<file path="src/rtl/mul56_seq_ctrl_if.sv">
// mul56_seq_ctrl_if
//   Handshake bundle between an operand producer / result consumer and the
//   sequential 56x56 multiplier controller.
//   Signals:
//     in_valid, a, b   : operand pair offered by the producer
//     in_ready         : controller can take an operand pair this cycle
//     out_valid        : product is available and held stable
//     out_ready        : consumer takes the product this cycle
//     prod             : full 2*MUL_SIZE-bit product a*b
//     prod_hi2         : prod[111:110]
//     prod_mid         : prod[107:54]
//   Modports:
//     master : producer/consumer side (testbench or upstream logic)
//     slave  : controller side
interface mul56_seq_ctrl_if #(
  parameter int MUL_SIZE = 56
);
  logic                    in_valid;
  logic                    in_ready;
  logic [MUL_SIZE-1:0]     a;
  logic [MUL_SIZE-1:0]     b;
  logic                    out_valid;
  logic                    out_ready;
  logic [2*MUL_SIZE-1:0]   prod;
  logic [1:0]              prod_hi2;
  logic [53:0]             prod_mid;

  modport master (
    output in_valid, a, b, out_ready,
    input  in_ready, out_valid, prod, prod_hi2, prod_mid
  );

  modport slave (
    input  in_valid, a, b, out_ready,
    output in_ready, out_valid, prod, prod_hi2, prod_mid
  );
endinterface

</file>
<file path="src/rtl/mul56_seq_ctrl.sv">
// mul56_seq_ctrl
//   Sequential 56x56 unsigned multiplier controller. One operand pair is
//   accepted over a valid/ready handshake. The nine limb partial products
//   (limbs 18/18/20 bits, zero-extended to 20) are computed one per cycle on
//   a single 20x20 multiplier and accumulated, shifted, into a 112-bit
//   result. The product is held stable until the consumer takes it.
//   Latency: accept edge E0 -> out_valid after edge E10.
//   Ports:
//     clk      : clock, rising edge
//     rst      : asynchronous active-high reset
//     i_clear  : synchronous abort back to IDLE (discards any pending result)
//     s_bus    : operand/result handshake (slave side of mul56_seq_ctrl_if)
//     o_busy   : controller is not in IDLE
module mul56_seq_ctrl #(
  parameter int MUL_SIZE = 56
) (
  input  logic                  clk,
  input  logic                  rst,
  input  logic                  i_clear,
  mul56_seq_ctrl_if.slave       s_bus,
  output logic                  o_busy
);

  typedef enum logic [1:0] {
    ST_IDLE  = 2'd0,
    ST_MUL   = 2'd1,
    ST_DRAIN = 2'd2,
    ST_DONE  = 2'd3
  } state_t;

  state_t                  r_state;
  logic [3:0]              r_cnt;
  logic                    r_in_ready;
  logic                    r_out_valid;
  logic                    r_busy;

  logic [MUL_SIZE-1:0]     r_a;
  logic [MUL_SIZE-1:0]     r_b;
  logic [39:0]             r_p;
  logic [2:0]              r_sh;     // shift in units of 18 bits (i+j)
  logic                    r_pv;
  logic [2*MUL_SIZE-1:0]   r_acc;

  logic [1:0]              w_i;
  logic [1:0]              w_j;
  logic [19:0]             w_limb_a;
  logic [19:0]             w_limb_b;
  logic [39:0]             w_pp;
  logic [2:0]              w_sh;
  logic [2*MUL_SIZE-1:0]   w_p_shifted;

  // Limb extraction; the top limb is 20 bits wide, the others 18.
  function automatic logic [19:0] limb(input logic [MUL_SIZE-1:0] v,
                                       input logic [1:0] idx);
    logic [19:0] res;
    case (idx)
      2'd0:    res = {2'b00, v[17:0]};
      2'd1:    res = {2'b00, v[35:18]};
      default: res = v[55:36];
    endcase
    return res;
  endfunction

  // Step k -> (i, j) = (k/3, k%3), written as a table to avoid a divider.
  always_comb begin
    w_i = 2'd0;
    w_j = 2'd0;
    case (r_cnt)
      4'd0:    begin w_i = 2'd0; w_j = 2'd0; end
      4'd1:    begin w_i = 2'd0; w_j = 2'd1; end
      4'd2:    begin w_i = 2'd0; w_j = 2'd2; end
      4'd3:    begin w_i = 2'd1; w_j = 2'd0; end
      4'd4:    begin w_i = 2'd1; w_j = 2'd1; end
      4'd5:    begin w_i = 2'd1; w_j = 2'd2; end
      4'd6:    begin w_i = 2'd2; w_j = 2'd0; end
      4'd7:    begin w_i = 2'd2; w_j = 2'd1; end
      4'd8:    begin w_i = 2'd2; w_j = 2'd2; end
      default: begin w_i = 2'd0; w_j = 2'd0; end
    endcase
  end

  assign w_limb_a = limb(r_a, w_i);
  assign w_limb_b = limb(r_b, w_j);
  assign w_sh     = {1'b0, w_i} + {1'b0, w_j};

  // The one shared multiplier: 20x20 unsigned into 40 bits.
  assign w_pp = {20'd0, w_limb_a} * {20'd0, w_limb_b};

  // Align the registered partial product by 18*(i+j) bits.
  always_comb begin
    w_p_shifted = '0;
    case (r_sh)
      3'd0:    w_p_shifted = {72'd0, r_p};
      3'd1:    w_p_shifted = {54'd0, r_p, 18'd0};
      3'd2:    w_p_shifted = {36'd0, r_p, 36'd0};
      3'd3:    w_p_shifted = {18'd0, r_p, 54'd0};
      default: w_p_shifted = {r_p, 72'd0};
    endcase
  end

  // Control FSM with registered handshake/status outputs.
  always_ff @(posedge clk or posedge rst) begin
    if (rst) begin
      r_state     <= ST_IDLE;
      r_cnt       <= 4'd0;
      r_in_ready  <= 1'b1;
      r_out_valid <= 1'b0;
      r_busy      <= 1'b0;
    end else if (i_clear) begin
      r_state     <= ST_IDLE;
      r_cnt       <= 4'd0;
      r_in_ready  <= 1'b1;
      r_out_valid <= 1'b0;
      r_busy      <= 1'b0;
    end else begin
      case (r_state)
        ST_IDLE: begin
          if (s_bus.in_valid) begin
            r_state    <= ST_MUL;
            r_cnt      <= 4'd0;
            r_in_ready <= 1'b0;
            r_busy     <= 1'b1;
          end
        end
        ST_MUL: begin
          r_cnt <= r_cnt + 4'd1;
          if (r_cnt == 4'd8) begin
            r_state <= ST_DRAIN;
          end
        end
        ST_DRAIN: begin
          r_state     <= ST_DONE;
          r_out_valid <= 1'b1;
        end
        ST_DONE: begin
          if (s_bus.out_ready) begin
            r_state     <= ST_IDLE;
            r_out_valid <= 1'b0;
            r_in_ready  <= 1'b1;
            r_busy      <= 1'b0;
          end
        end
        default: begin
          r_state     <= ST_IDLE;
          r_in_ready  <= 1'b1;
          r_out_valid <= 1'b0;
          r_busy      <= 1'b0;
        end
      endcase
    end
  end

  // Datapath: operand latch, multiplier output register and accumulator.
  // The accumulator trails the multiplier by one cycle (gated by r_pv), so
  // the last partial product lands during DRAIN.
  always_ff @(posedge clk or posedge rst) begin
    if (rst) begin
      r_a   <= '0;
      r_b   <= '0;
      r_p   <= '0;
      r_sh  <= 3'd0;
      r_pv  <= 1'b0;
      r_acc <= '0;
    end else if (i_clear) begin
      // acc is left as is; it is never presented outside DONE.
      r_pv <= 1'b0;
    end else begin
      case (r_state)
        ST_IDLE: begin
          if (s_bus.in_valid) begin
            r_a   <= s_bus.a;
            r_b   <= s_bus.b;
            r_acc <= '0;
            r_pv  <= 1'b0;
          end
        end
        ST_MUL: begin
          r_p  <= w_pp;
          r_sh <= w_sh;
          r_pv <= 1'b1;
          if (r_pv) begin
            r_acc <= r_acc + w_p_shifted;
          end
        end
        ST_DRAIN: begin
          r_pv <= 1'b0;
          if (r_pv) begin
            r_acc <= r_acc + w_p_shifted;
          end
        end
        default: begin
        end
      endcase
    end
  end

  assign s_bus.in_ready  = r_in_ready;
  assign s_bus.out_valid = r_out_valid;
  assign s_bus.prod      = r_acc;
  assign s_bus.prod_hi2  = r_acc[111:110];
  assign s_bus.prod_mid  = r_acc[107:54];
  assign o_busy          = r_busy;

endmodule
</file>
<file path="src/flat_wrapper.sv">
// flat-port wrapper written by rule: the top's interface ports become plain ports
module mul56_seq_ctrl_flat 
#(
  parameter int MUL_SIZE = 56
)
  (clk, rst, i_clear, o_busy, s_bus_in_valid, s_bus_a, s_bus_b, s_bus_out_ready, s_bus_in_ready, s_bus_out_valid, s_bus_prod, s_bus_prod_hi2, s_bus_prod_mid);
  mul56_seq_ctrl_if #(.MUL_SIZE(MUL_SIZE)) s_bus_i ();
  input  logic clk;
  input  logic rst;
  input  logic i_clear;
  output logic o_busy;
  input wire logic [$bits(s_bus_i.in_valid)-1:0] s_bus_in_valid;
  input wire logic [$bits(s_bus_i.a)-1:0] s_bus_a;
  input wire logic [$bits(s_bus_i.b)-1:0] s_bus_b;
  input wire logic [$bits(s_bus_i.out_ready)-1:0] s_bus_out_ready;
  output wire logic [$bits(s_bus_i.in_ready)-1:0] s_bus_in_ready;
  output wire logic [$bits(s_bus_i.out_valid)-1:0] s_bus_out_valid;
  output wire logic [$bits(s_bus_i.prod)-1:0] s_bus_prod;
  output wire logic [$bits(s_bus_i.prod_hi2)-1:0] s_bus_prod_hi2;
  output wire logic [$bits(s_bus_i.prod_mid)-1:0] s_bus_prod_mid;
  assign s_bus_i.in_valid = s_bus_in_valid;
  assign s_bus_i.a = s_bus_a;
  assign s_bus_i.b = s_bus_b;
  assign s_bus_i.out_ready = s_bus_out_ready;
  assign s_bus_in_ready = s_bus_i.in_ready;
  assign s_bus_out_valid = s_bus_i.out_valid;
  assign s_bus_prod = s_bus_i.prod;
  assign s_bus_prod_hi2 = s_bus_i.prod_hi2;
  assign s_bus_prod_mid = s_bus_i.prod_mid;
  mul56_seq_ctrl #(.MUL_SIZE(MUL_SIZE)) u_core (.clk(clk), .rst(rst), .i_clear(i_clear), .s_bus(s_bus_i), .o_busy(o_busy));
endmodule
</file>
<file path="config.mk">
export PLATFORM = sky130hd
export DESIGN_NAME = mul56_seq_ctrl_flat
export DESIGN_NICKNAME = d
export VERILOG_FILES = /design/src/rtl/mul56_seq_ctrl_if.sv /design/src/rtl/mul56_seq_ctrl.sv /design/src/flat_wrapper.sv
export SDC_FILE = /design/constraint.sdc
export NUM_CORES = 2
export LEC_CHECK = 0
export ABC_CLOCK_PERIOD_IN_PS = 12200
export CAP_MARGIN = 20
export CORE_MARGIN = 4
export CORE_UTILIZATION = 50
export CTS_BUF_LIST = sky130_fd_sc_hd__clkbuf_16
export DETAILED_ROUTE_END_ITERATION = 16
export PLACE_DENSITY = 0.74
export SYNTH_ARGS = -nofsm -noshare
export SYNTH_HDL_FRONTEND = slang
export SYNTH_SLANG_ARGS = --single-unit
export TNS_END_PERCENT = 50
</file>
<file path="constraint.sdc">
create_clock -name clk -period 12.2 [get_ports clk]
set_clock_uncertainty 0.1 [all_clocks]
set_input_delay 1.22 -clock clk [delete_from_list [all_inputs] [get_ports clk]]
set_output_delay 1.22 -clock clk [all_outputs]
set_load 0.005 [all_outputs]
</file>
==> reports/metrics.cfg <==
[grt]
grt_pass1_vias=26981
grt_overflow=0
grt_usage=0.289
grt_max_degree=106
antenna_found_initial=3
grt_pass1_wl_mm=155

[placed_design]
finalWeightedCongestion=1.00
hpwl_mm=78.5
port_buffers=287

[detailed_routing]
wl_per_cell_um=21.3
top_layer_used=met5
wl_mm=99.6
vias=27499
dr_wl_met3_mm=10.2
wirelength_met1_mm=41.0
drt_pass1_iterations=5
drt_first_iter_violations=2090
drt.antenna.violating_nets=0
drc=0
wl_met2_mm=44.3
vias_per_cell=5.87

[logic_synthesis]
synthesis.nets=4406
ys_top_cells_by_count=nand2_1 (468), inv_1 (388), nor2_1 (331), fa_1 (322), dfrtp_1 (276)
async_reset_ff_frac=1.00
synth_seq_cells=277
ys.flop_type=dfrtp_1
netlist_area_mm2=0.0323
yosys_warnings=0
seq_area_frac_synth=0.215
syn_area_per_cell_um2=8.74
synth_edf_count=0
synth_top_area_frac=0.214
synth.most_common_cell=nand2_1
syn_inst=3695
yosysUniqueCellTypes=87
netlist_top_cells_area=dfrtp_1 (21%), fa_1 (20%), ha_1 (11%), nand2_1 (5.4%), inv_1 (4.5%)
yosysTopAreaCell=dfrtp_1

[worst_setup_path]
regToRegStartpoint=u_core.r_cnt[0]
crit_required_ns=12.59
reg2reg_slack_ns=2.50
cp-endpoint=u_core.r_p[37]
arrival_ns=10.09
startpoint_type=flop
critical-path-slowest-cell=o21ai_1
crit_path_max_fanout=31
timing.critical_path.from=u_core.r_cnt[0]
worstSetupEndpointType=flop
reg2regPathDepth=28
critical_path.max_stage_delay_ns=1.00
reg2reg_to=u_core.r_p[37]
cp_common_cell=fa_1
worstSetupPathType=reg -> reg

[die]
core_area_mm2=0.0635
start_util=0.508
die_h_um=262
die_x_um=262
die-area_mm2=0.0687
ios=288
core.rowCount=92

[finish]
syn_to_final_growth_pct=12.9
drive_gt1_frac=0.0662
fillers=5726
nets=4526

[timing]
setup_violations=0
fmax_mhz=103
rsz0062_at_grt=no
slew_violations=0
relSlewSlack=0.283
tightest_slew_ns=1.07
final-hold-violation-count=0
period_share=0.795
final.min_clock_period_ns=9.70
finalSetupTns_ns=0

[clocking]
path_clk_slew_ns=0.06
post_cts_resized=0
cts_buffers=34
insertion_delay_ns=0.57
cts.sinks=277
clockBufferDepth=3
htreeDepth=2
cts_hold_buf=0
cts_root_buf=clkbuf_16
cts_tree=done
post_cts_buffers=0

[job]
cap_viol_max_count=0

[hold_path]
holdCritPathClass=reg -> reg
hold_path_depth=2

[status]
status=finished, final reports clean

## per-layer routing
layer	global-route usage	vias up
met5	0	-
met4	0.0988	4
met3	0.0782	243
met2	0.458	1271
met1	0.384	13413
li1	-	12568
## flip-flops by register name, indices dropped and copies added (netlist names)
name,count
u_core.s_bus.prod,112
u_core.r_a,56
u_core.r_b,56
u_core.r_p,40
u_core.r_cnt,4
u_core.r_sh,3
u_core.r_state,2
u_core.o_busy,1
u_core.r_pv,1
u_core.s_bus.in_ready,1
u_core.s_bus.out_valid,1
## worst max-delay path, delay by kind of cell (launching register included)
kind / cells / cell delay, ns
AO/OA/AOI/OAI: 10 / 3.67
adder cells (fa/ha/maj): 9 / 3.65
AND/OR/NAND/NOR: 5 / 1.57
flip-flops: 1 / 0.45
buffers and inverters: 4 / 0.18
## logic make-up (layout without fill, tap and decap cells)
kind of cell / after synthesis / after routing / share of synthesized area
buf+inv: 635 / 775 / 0.0812
xor+xnor: 142 / 142 / 0.0385
other cells: 0 / 1 / 0
compound gates: 827 / 827 / 0.163
mux: 151 / 151 / 0.0516
fa+ha+maj: 594 / 594 / 0.305
flops: 277 / 277 / 0.215
simple gates: 1069 / 1069 / 0.145
## per-stage QoR
stage                     cells  worst slack (ns)  utilization  instance area, um^2  hold WS [ns]
final                      4682              2.50        0.573                36400         0.382
after floorplan            3695              3.24            -                32300         0.370
after CTS                  4681              2.59        0.573                36400         0.386
after global routing       4681              1.94        0.573                36400         0.413
after global placement     4625              2.86        0.557                35400         0.379
after detailed placement   4625              2.63        0.557                35400         0.374
## how the worst min path moves through the flow
| stage | slack [ns] | from | endpoint |
|---|---|---|---|
| floorplan | 0.37 | u_core.s_bus.in_ready | u_core.s_bus.in_ready |
| global placement | 0.38 | u_core.s_bus.in_ready | u_core.s_bus.in_ready |
| detailed placement | 0.37 | u_core.s_bus.in_ready | u_core.s_bus.in_ready |
| CTS | 0.39 | u_core.s_bus.in_ready | u_core.s_bus.in_ready |
| global route | 0.41 | u_core.o_busy | u_core.o_busy |
| finish | 0.38 | u_core.s_bus.in_ready | u_core.s_bus.in_ready |
## layout make-up
class	instances	area [um^2]	share of cell area
antenna	1	2.50	0.0000687
sequential	277	6930	0.190
tap	846	1060	0.0291
timing repair buffer	330	3200	0.0877
clock buffer	35	876	0.0240
multi-input combinational	2783	22800	0.625
clock inverter	21	146	0.00402
inverter	389	1470	0.0403
## layout by cell type, fill, tap and decap left out, types with 17 or more instances in the layout
cell type	n
nor2_1	329
inv_1	390
a21oi_1	208
buf_4	43
clkdlybuf4s50_1	287
o22a_1	17
o21ai_1	31
a22o_1	70
nand2b_1	37
nor3_1	22
a21o_1	56
nor2b_1	22
dfrtp_1	276
mux2i_1	29
xor2_1	57
o21a_1	35
o21ai_0	248
mux2_2	122
nand4_1	51
o21bai_1	41
xnor2_1	85
ha_1	272
fa_1	322
nand3_1	30
nand2_1	468
clkbuf_16	35
and2_1	48
Power is not shown: default switching activity piles up to over one toggle a cycle in this logic, so the estimate is an artifact.
